`src/rtl/scalar_wb_pkg.sv`:
```
// Shared types and constants for the scalar register-file write-back path.
//   NUM_REGS   : architectural scalar registers (R0 hard-wired to zero)
//   REG_ADDR_W : register address width
//   reg_addr_t : register address type
//   src_t      : write-back producer identity, used for round-robin state
package scalar_wb_pkg;

  localparam int unsigned NUM_REGS   = 16;
  localparam int unsigned REG_ADDR_W = 4;

  typedef logic [REG_ADDR_W-1:0] reg_addr_t;

  typedef enum logic {
    SRC_A = 1'b0,
    SRC_B = 1'b1
  } src_t;

endpackage

```
`src/rtl/wb_fifo.sv`:
```
// Small circular FIFO holding {rd, data} write-back entries for one producer.
// Ports:
//   clk, rst      : clock, asynchronous active-low reset
//   push, wdata   : enqueue request and entry (ignored while full)
//   pop           : dequeue the head (ignored while empty)
//   rdata         : current head entry
//   full, empty   : occupancy flags derived from the entry count
//   tags, valid   : destination-register field and occupancy of every slot,
//                   used by the top level to build the pending-write mask
module wb_fifo #(
  parameter int unsigned Width = 36,
  parameter int unsigned Depth = 4,
  parameter int unsigned TagW  = 4
) (
  input  logic                        clk,
  input  logic                        rst,
  input  logic                        push,
  input  logic [Width-1:0]            wdata,
  input  logic                        pop,
  output logic [Width-1:0]            rdata,
  output logic                        full,
  output logic                        empty,
  output logic [Depth-1:0][TagW-1:0]  tags,
  output logic [Depth-1:0]            valid
);

  localparam int unsigned PtrW = $clog2(Depth);
  localparam int unsigned CntW = PtrW + 1;

  logic [Depth-1:0][Width-1:0] mem_q;
  logic [Depth-1:0]            valid_q;
  logic [PtrW-1:0]             wr_ptr_q, rd_ptr_q;
  logic [CntW-1:0]             count_q;
  logic                        push_ok, pop_ok;

  assign full    = (count_q == CntW'(Depth));
  assign empty   = (count_q == '0);
  // A full FIFO never pushes, even when it is popped in the same cycle.
  assign push_ok = push && !full;
  assign pop_ok  = pop && !empty;
  assign rdata   = mem_q[rd_ptr_q];
  assign valid   = valid_q;

  always_comb begin
    tags = '0;
    for (int unsigned i = 0; i < Depth; i++) begin
      tags[i] = mem_q[i][Width-1 -: TagW];
    end
  end

  // Pointers wrap naturally because Depth is a power of two.
  always_ff @(posedge clk or negedge rst) begin
    if (!rst) begin
      mem_q    <= '0;
      valid_q  <= '0;
      wr_ptr_q <= '0;
      rd_ptr_q <= '0;
      count_q  <= '0;
    end else begin
      if (push_ok) begin
        mem_q[wr_ptr_q]   <= wdata;
        valid_q[wr_ptr_q] <= 1'b1;
        wr_ptr_q          <= wr_ptr_q + 1'b1;
      end
      // Push and pop never target the same slot: that needs full or empty.
      if (pop_ok) begin
        valid_q[rd_ptr_q] <= 1'b0;
        rd_ptr_q          <= rd_ptr_q + 1'b1;
      end
      unique case ({push_ok, pop_ok})
        2'b10:   count_q <= count_q + 1'b1;
        2'b01:   count_q <= count_q - 1'b1;
        default: count_q <= count_q;
      endcase
    end
  end

endmodule

```
`src/rtl/scalar_writeback_arbiter.sv`:
```
// Write-back arbiter for the scalar register file. Results from producer A
// (ALU) and producer B (load / multi-cycle unit) are queued per source and
// issued one per cycle on the register-file write port with round-robin
// arbitration under contention. Writes to R0 are consumed silently.
// Ports:
//   clk, rst                         : clock, asynchronous active-low reset
//   a_valid/a_rd/a_data/a_ready      : producer A result handshake
//   b_valid/b_rd/b_data/b_ready      : producer B result handshake
//   wb_rd/wb_wd/wb_we                : registered register-file write port
//   busy_mask                        : registers with a queued or issuing write
//   idle                             : nothing queued and no write in flight
module scalar_writeback_arbiter
  import scalar_wb_pkg::*;
#(
  parameter int unsigned N     = 32,
  parameter int unsigned DEPTH = 4
) (
  input  logic                  clk,
  input  logic                  rst,
  input  logic                  a_valid,
  input  logic [REG_ADDR_W-1:0] a_rd,
  input  logic [N-1:0]          a_data,
  output logic                  a_ready,
  input  logic                  b_valid,
  input  logic [REG_ADDR_W-1:0] b_rd,
  input  logic [N-1:0]          b_data,
  output logic                  b_ready,
  output logic [REG_ADDR_W-1:0] wb_rd,
  output logic [N-1:0]          wb_wd,
  output logic                  wb_we,
  output logic [NUM_REGS-1:0]   busy_mask,
  output logic                  idle
);

  localparam int unsigned EntryW = N + REG_ADDR_W;

  logic                              a_full, a_empty, b_full, b_empty;
  logic                              a_pop, b_pop;
  logic [EntryW-1:0]                 a_head, b_head, head;
  logic [DEPTH-1:0][REG_ADDR_W-1:0]  a_tags, b_tags;
  logic [DEPTH-1:0]                  a_vld, b_vld;
  reg_addr_t                         head_rd;
  logic                              grant;

  src_t                  last_grant_q;
  reg_addr_t             wb_rd_q;
  logic [N-1:0]          wb_wd_q;
  logic                  wb_we_q;
  logic [NUM_REGS-1:0]   busy_c;

  // Ready depends only on local FIFO occupancy.
  assign a_ready = !a_full;
  assign b_ready = !b_full;

  wb_fifo #(
    .Width (EntryW),
    .Depth (DEPTH),
    .TagW  (REG_ADDR_W)
  ) u_fifo_a (
    .clk   (clk),
    .rst   (rst),
    .push  (a_valid),
    .wdata ({a_rd, a_data}),
    .pop   (a_pop),
    .rdata (a_head),
    .full  (a_full),
    .empty (a_empty),
    .tags  (a_tags),
    .valid (a_vld)
  );

  wb_fifo #(
    .Width (EntryW),
    .Depth (DEPTH),
    .TagW  (REG_ADDR_W)
  ) u_fifo_b (
    .clk   (clk),
    .rst   (rst),
    .push  (b_valid),
    .wdata ({b_rd, b_data}),
    .pop   (b_pop),
    .rdata (b_head),
    .full  (b_full),
    .empty (b_empty),
    .tags  (b_tags),
    .valid (b_vld)
  );

  // Under contention the source not granted last time wins.
  always_comb begin
    a_pop = !a_empty && (b_empty || (last_grant_q == SRC_B));
    b_pop = !b_empty && !a_pop;
    grant = a_pop || b_pop;
    head  = a_pop ? a_head : b_head;
  end

  assign head_rd = head[EntryW-1 -: REG_ADDR_W];

  always_ff @(posedge clk or negedge rst) begin
    if (!rst) begin
      last_grant_q <= SRC_B;
      wb_rd_q      <= '0;
      wb_wd_q      <= '0;
      wb_we_q      <= 1'b0;
    end else if (grant) begin
      last_grant_q <= a_pop ? SRC_A : SRC_B;
      wb_rd_q      <= head_rd;
      wb_wd_q      <= head[N-1:0];
      // R0 entries still use the grant slot but never reach the file.
      wb_we_q      <= (head_rd != '0);
    end else begin
      wb_we_q      <= 1'b0;
    end
  end

  always_comb begin
    busy_c = '0;
    for (int unsigned i = 0; i < DEPTH; i++) begin
      if (a_vld[i]) busy_c[a_tags[i]] = 1'b1;
      if (b_vld[i]) busy_c[b_tags[i]] = 1'b1;
    end
    if (wb_we_q) busy_c[wb_rd_q] = 1'b1;
    busy_c[0] = 1'b0;
  end

  assign wb_rd     = wb_rd_q;
  assign wb_wd     = wb_wd_q;
  assign wb_we     = wb_we_q;
  assign busy_mask = busy_c;
  assign idle      = a_empty && b_empty && !wb_we_q;

endmodule
```
`config.mk`:
```
export PLATFORM = sky130hd
export DESIGN_NAME = scalar_writeback_arbiter
export DESIGN_NICKNAME = d
export VERILOG_FILES = /design/src/rtl/scalar_wb_pkg.sv /design/src/rtl/wb_fifo.sv /design/src/rtl/scalar_writeback_arbiter.sv
export SDC_FILE = /design/constraint.sdc
export NUM_CORES = 1
export LEC_CHECK = 0
export ABC_AREA = 0
export BUFFER_PORTS_ARGS = -buffer_cell sky130_fd_sc_hd__buf_2
export CORE_MARGIN = 8
export CORE_UTILIZATION = 65
export DETAILED_ROUTE_END_ITERATION = 6
export PLACE_DENSITY = 0.93
export SYNTH_ARGS = -nofsm -noshare
export SYNTH_HDL_FRONTEND = slang
export SYNTH_SLANG_ARGS = --single-unit
export TNS_END_PERCENT = 100
```
`constraint.sdc`:
```
create_clock -name clk -period 7.4 [get_ports clk]
set_clock_uncertainty 0.2 [all_clocks]
set_input_delay 1.48 -clock clk [delete_from_list [all_inputs] [get_ports clk]]
set_output_delay 1.48 -clock clk [all_outputs]
set_load 0.005 [all_outputs]
```
# Word level (Yosys, flattened, before mapping)
# Cells that the tools add are included.
[op_classes]
n_mux = 54
n_bitwise = 14
n_eq_ne = 6
n_addsub = 8
reduce_logical = 34
n_lt_le_gt_ge = 26
[op_table]
columns = ["op", "count"]
rows = [
  ["$bwmux 144", 2],
  ["$mux 36", 5],
  ["$bmux 36 s2", 2],
  ["$demux 36 s2", 2],
  ["$mux 16", 9],
  ["$or 16x16->16", 8],
  ["$lt 4x5->1 const B", 9],
  ["$demux 1 s4", 9],
  ["$ge 4x1->1 const B", 9],
  ["$logic_and 1x1->1", 21],
  ["$mux 4", 4],
  ["$mux 1", 15],
  ["$lt 2x3->1 const B", 4],
  ["$pmux 3 s2", 2],
  ["$add 2x1->2 const B", 4],
  ["$and 4x4->4", 2],
  ["$demux 1 s2", 4],
  ["$ge 2x1->1 const B", 4],
  ["$not 4->4", 2],
  ["$or 4x4->4", 2],
  ["$add 3x1->3 const B", 2],
  ["$eq 3x3->1 const B", 2],
  ["$logic_not 1->1", 6],
  ["$logic_not 3->1", 2],
  ["other kinds (6)", 11],
]
[word_totals]
reg_bits = 348
word_cells = 162
out_inout_bits = 56
in_bits = 76

# Depth between registers and ports, before layout
[depth]
depth_word = 21
depth_mapped = 11
ltp_nobuf = 10

# Cells and area by module
# From an unflattened synthesis, not the netlist that was laid out.
[hier_totals]
hier_cells = 1247
hier_area_um2 = 17146.4
[modules_own_cells]
columns = ["module", "seq_area_each_um2", "n_inst", "area_each_um2", "cells_each"]
rows = [
  ["wb_fifo", 3878.7, 2, 6969.2, 414],
  ["scalar_writeback_arbiter", 952.2, 1, 3208.1, 419],
]

# Worst setup path after synthesis
# OpenSTA, ideal clock, no wires.
[synth_timing]
path_kind = "input -> register"
startpoint = "in a_valid"
endpoint = "reg u_fifo_a.count_q[2]"
arrival_time_ns = 2.797
n_path_buf = 1
cell_stages = 9
path_slack_ns = 4.324
t_required_ns = 7.121
setup_time_ns = 0.079
path_cell_list = "and2_2 > buf_6 > inv_1 > ha_1 > inv_1 > fa_1 > xor2_1 > nor2_1 > xor2_1"
[synth_via]
elab_chain_cells = 3
elab_cells_between_ends = 5
classes_between = "eq/ne (2); mux (1); reduce/logical (2)"
[synth_rtl]
columns = ["item", "line", "text"]
rows = [
  ["start: declaration", "scalar_writeback_arbiter.sv:20", "input logic a_valid,"],
  ["$logic_and 1x1->1 *", "wb_fifo.sv:39", "assign push_ok = push && !full;"],
  ["$eq 2x1->1 or $eq 2x2->1 (tied branches)", "wb_fifo.sv:70", "unique case ({push_ok, pop_ok})"],
  ["$pmux 3 s2 or $reduce_bool 2->1 (tied branches)", "n/a", ""],
  ["end signal: assignment", "wb_fifo.sv:71", "2'b10: count_q <= count_q + 1'b1;"],
  ["end signal: assignment", "wb_fifo.sv:72", "2'b01: count_q <= count_q - 1'b1;"],
  ["end signal: assignment", "wb_fifo.sv:73", "default: count_q <= count_q;"],
  ["end: declaration", "wb_fifo.sv:33", "logic [CntW-1:0] count_q;"],
]
# Mark *: on every way between the ends. The rest lies on a longest branch, timed or not.
# A chain may end at the register's enable or synchronous reset.

# Worst setup path in the final report
[layout_timing]
startpoint = "reg u_fifo_a.count_q[0]"
endpoint = "out idle"
[layout_via]
elab_chain_cells = 3
[layout_rtl]
columns = ["item", "line", "text"]
rows = [
  ["$logic_not 3->1", "wb_fifo.sv:37", "assign empty = (count_q == '0);"],
  ["$logic_and 1x1->1 (2 in series)", "scalar_writeback_arbiter.sv:130", "assign idle = a_empty && b_empty && !wb_we_q;"],
  ["end: declaration", "scalar_writeback_arbiter.sv:32", "output logic idle"],
]
# No other way between the ends.

==> run metrics <==
die footprint=31300 um2; Non-Filler Instances=between 1.5k and 2k; Slew HR=0.253; first-pass GRT wire length=between 70000 and 80000 um; routability cong.=~1.1; setup_tns=0 ps; VDD IR max=roughly 0.36 mV; dominant synthesized flop cell=dfrtp_1; hold path depth=1; core area=25800 um2; P_leak=8.33 nW; post_cts resized=0; pwr dens=around 530 nW/um2; Worst Hold Path EP=u_fifo_a.mem_q[97]; Slew Limit Fails=0; Clock Tree Buf Depth=3; remaining antenna violation count=0; routed wire length per instance=27.9 um; reg2reg end=u_fifo_a.count_q[2]; DRT iter0 DRCs=approximately 930; post-synthesis register bit count=around 350; Post-CTS Setup Repair Bufs=0; Crit-path slowest cell=nor3_1; CTS tree=built; CP arrival=~2300 ps; synthesized cell area=~17000 um2; TritonCTS Buffers=37; synthesized instance count=roughly 1.2k; Hold/Removal Path Class=reg -> reg; most common cell after layout, fill and taps aside=dfrtp_1; Setup crit start kind=flip-flop; RSZ-0062 raised after global routing=no; largest net degree at the start of global routing=150; I/O Pins=about 130; most frequent cells in the layout=dfrtp_1 (345), mux2_2 (223), buf_2 (129); Routed WL=between 40000 and 50000 um; Worst R2R Path Depth=11; Vert. Die Dim=around 180 um; maxcap violations=0; Final Hold Viols=0; Async SR Flop Fraction=1.00; vias in the first global route=about 12k; post-synthesis net count=between 1k and 1.5k; total track usage=0.299; Unique masters post-synth=52; final net count=1392; run status=finished, final reports clean; Clock transition at path regs=~60 ps; syn avg cell area=between 10 and 15 um2; vias per cell=between 6 and 7; post-synthesis sequential area ratio=0.517; Placed Cells=1592; crit path cell chain=nor3_1, nand2_2, buf_4, nor2_1, buf_2; Crit Path Max Fanout=between 70 and 80; via count=between 10k and 15k; Sink Count=roughly 350; YS warnings=0; Crit path required time=around 5700 ps; root buffer cell=clkbuf_16; Hold-fix buffers, CTS=0; CP Capture Type=output port; final setup vio count=0; fin crit share=0.538; hold_sp=u_fifo_a.mem_q[97]; max incr delay on CP=between 600 and 700 ps; Post-DP HPWL=roughly 30000 um; WS Path Type=reg -> out; drc violations=0; RR Startpoint=u_fifo_b.count_q[2]; Reg2Reg Setup Slack=roughly 4300 ps; antenna violations before repair=2; initial core utilization=0.654; chip width=~180 um; H-Tree Depth=2; row cnt=between 50 and 60; Buffers on Ports=130; clock latency on the worst-skew pair=530 ps; area delta synth->final=11.5%; worst slew pin tran=between 1000 and 1500 ps; Pre-Repair DR Iteration Count=5; fmax=about 0.25 GHz; number of flops mapped to enable cells by yosys=0; GRT overflow=0; Tmin final=a little under 4000 ps; layout cell share with drive strength beyond 1=0.440
## logic make-up after synthesis
logic type,count (synthesis),share of synthesized area
flip-flops,348,0.517
XOR/XNOR,10,0.00520
buffers and inverters,82,0.0368
adder cells (fa/ha/maj),20,0.0158
AO/OA/AOI/OAI,120,0.0478
multiplexers,366,0.306
other,1,0.000223
AND/OR/NAND/NOR,234,0.0713
## how the worst max path moves through the flow
stage / startpoint / endpoint / slack, ps
2_1_floorplan: a_valid / u_fifo_a.count_q[2] / 4320
3_3_place_gp: rst / u_fifo_a.mem_q[10] / 3890
3_5_place_dp: rst / u_fifo_a.mem_q[45] / 3820
4_1_cts: u_fifo_a.count_q[0] / idle / 3420
5_1_grt: u_fifo_a.count_q[0] / idle / 3310
6_report: u_fifo_a.count_q[0] / idle / 3420
## sequential cells by signal, summed over array words and instances, names as in the netlist
signal	count
u_fifo_a.tags	16
wb_rd	4
u_fifo_b.tags	16
wb_we	1
u_fifo_a.mem_q	128
u_fifo_a.rd_ptr_q	2
last_grant_q	1
u_fifo_b.wr_ptr_q	2
wb_wd	32
u_fifo_b.rd_ptr_q	2
u_fifo_b.count_q	3
u_fifo_b.valid	4
u_fifo_a.wr_ptr_q	2
u_fifo_a.valid	4
u_fifo_b.mem_q	128
u_fifo_a.count_q	3
## area by class of cell
cell class                      instances  area, um2
Sequential cell                       348       8710
Timing Repair Buffer                  140        736
Clock buffer                           57       1120
Tap cell                              335        419
Fill cell                            1578       6990
Inverter                               18       67.6
Clock inverter                         10        180
Antenna cell                            3       7.51
Multi-Input combinational cell        751       7520
## through the flow
stage	hold slack [ps]	setup slack, ps	utilization	power, mW	area, um2
finish	296	3420	0.729	9.96	18800
global route	308	3310	0.728	10.4	18800
CTS	296	3420	0.728	9.94	18800
detailed placement	278	3820	0.678	7.87	17500
global placement	268	3890	0.678	7.66	17500
floorplan	259	4320	-	6.60	16800
## cells in the mapped netlist (all sizes together), types with 7 or more instances
cell type,instances,share of area
a21oi,19,0.0059
a31oi,32,0.012
buf,47,0.029
clkbuf,17,0.0038
dfrtp,347,0.52
ha,18,0.013
inv,18,0.0040
mux2,288,0.21
mux4,72,0.096
nand2,91,0.024
nand2b,20,0.0074
nand3,12,0.0042
nand3b,17,0.0076
nor2,48,0.011
nor3,22,0.0072
nor4,9,0.0033
o211ai,7,0.0031
o22ai,30,0.011
o32ai,12,0.0062
or3b,7,0.0036
## critical path: cells and delay by family (launching register included)
family,cells,cell delay (ps)
and+or+nand+nor,3,890
DFF,1,420
buffers and inverters,2,470
## report_power, final
part           switching, mW  leakage (nW)  internal (mW)
registers              0.819          4.13           2.91
clock network          0.767         0.640           1.19
logic                   2.06          3.56           2.20
## routing by layer
layer / vias to the layer above / wire (um) / track usage
li1: 4630 / - / -
met1: 5842 / 17900 / 0.380
met2: 525 / 23200 / 0.503
met3: 123 / 3080 / 0.0431
met4: 0 / 2220 / 0.139
met5: - / 0 / 0
(Power assumes the default switching activity.)
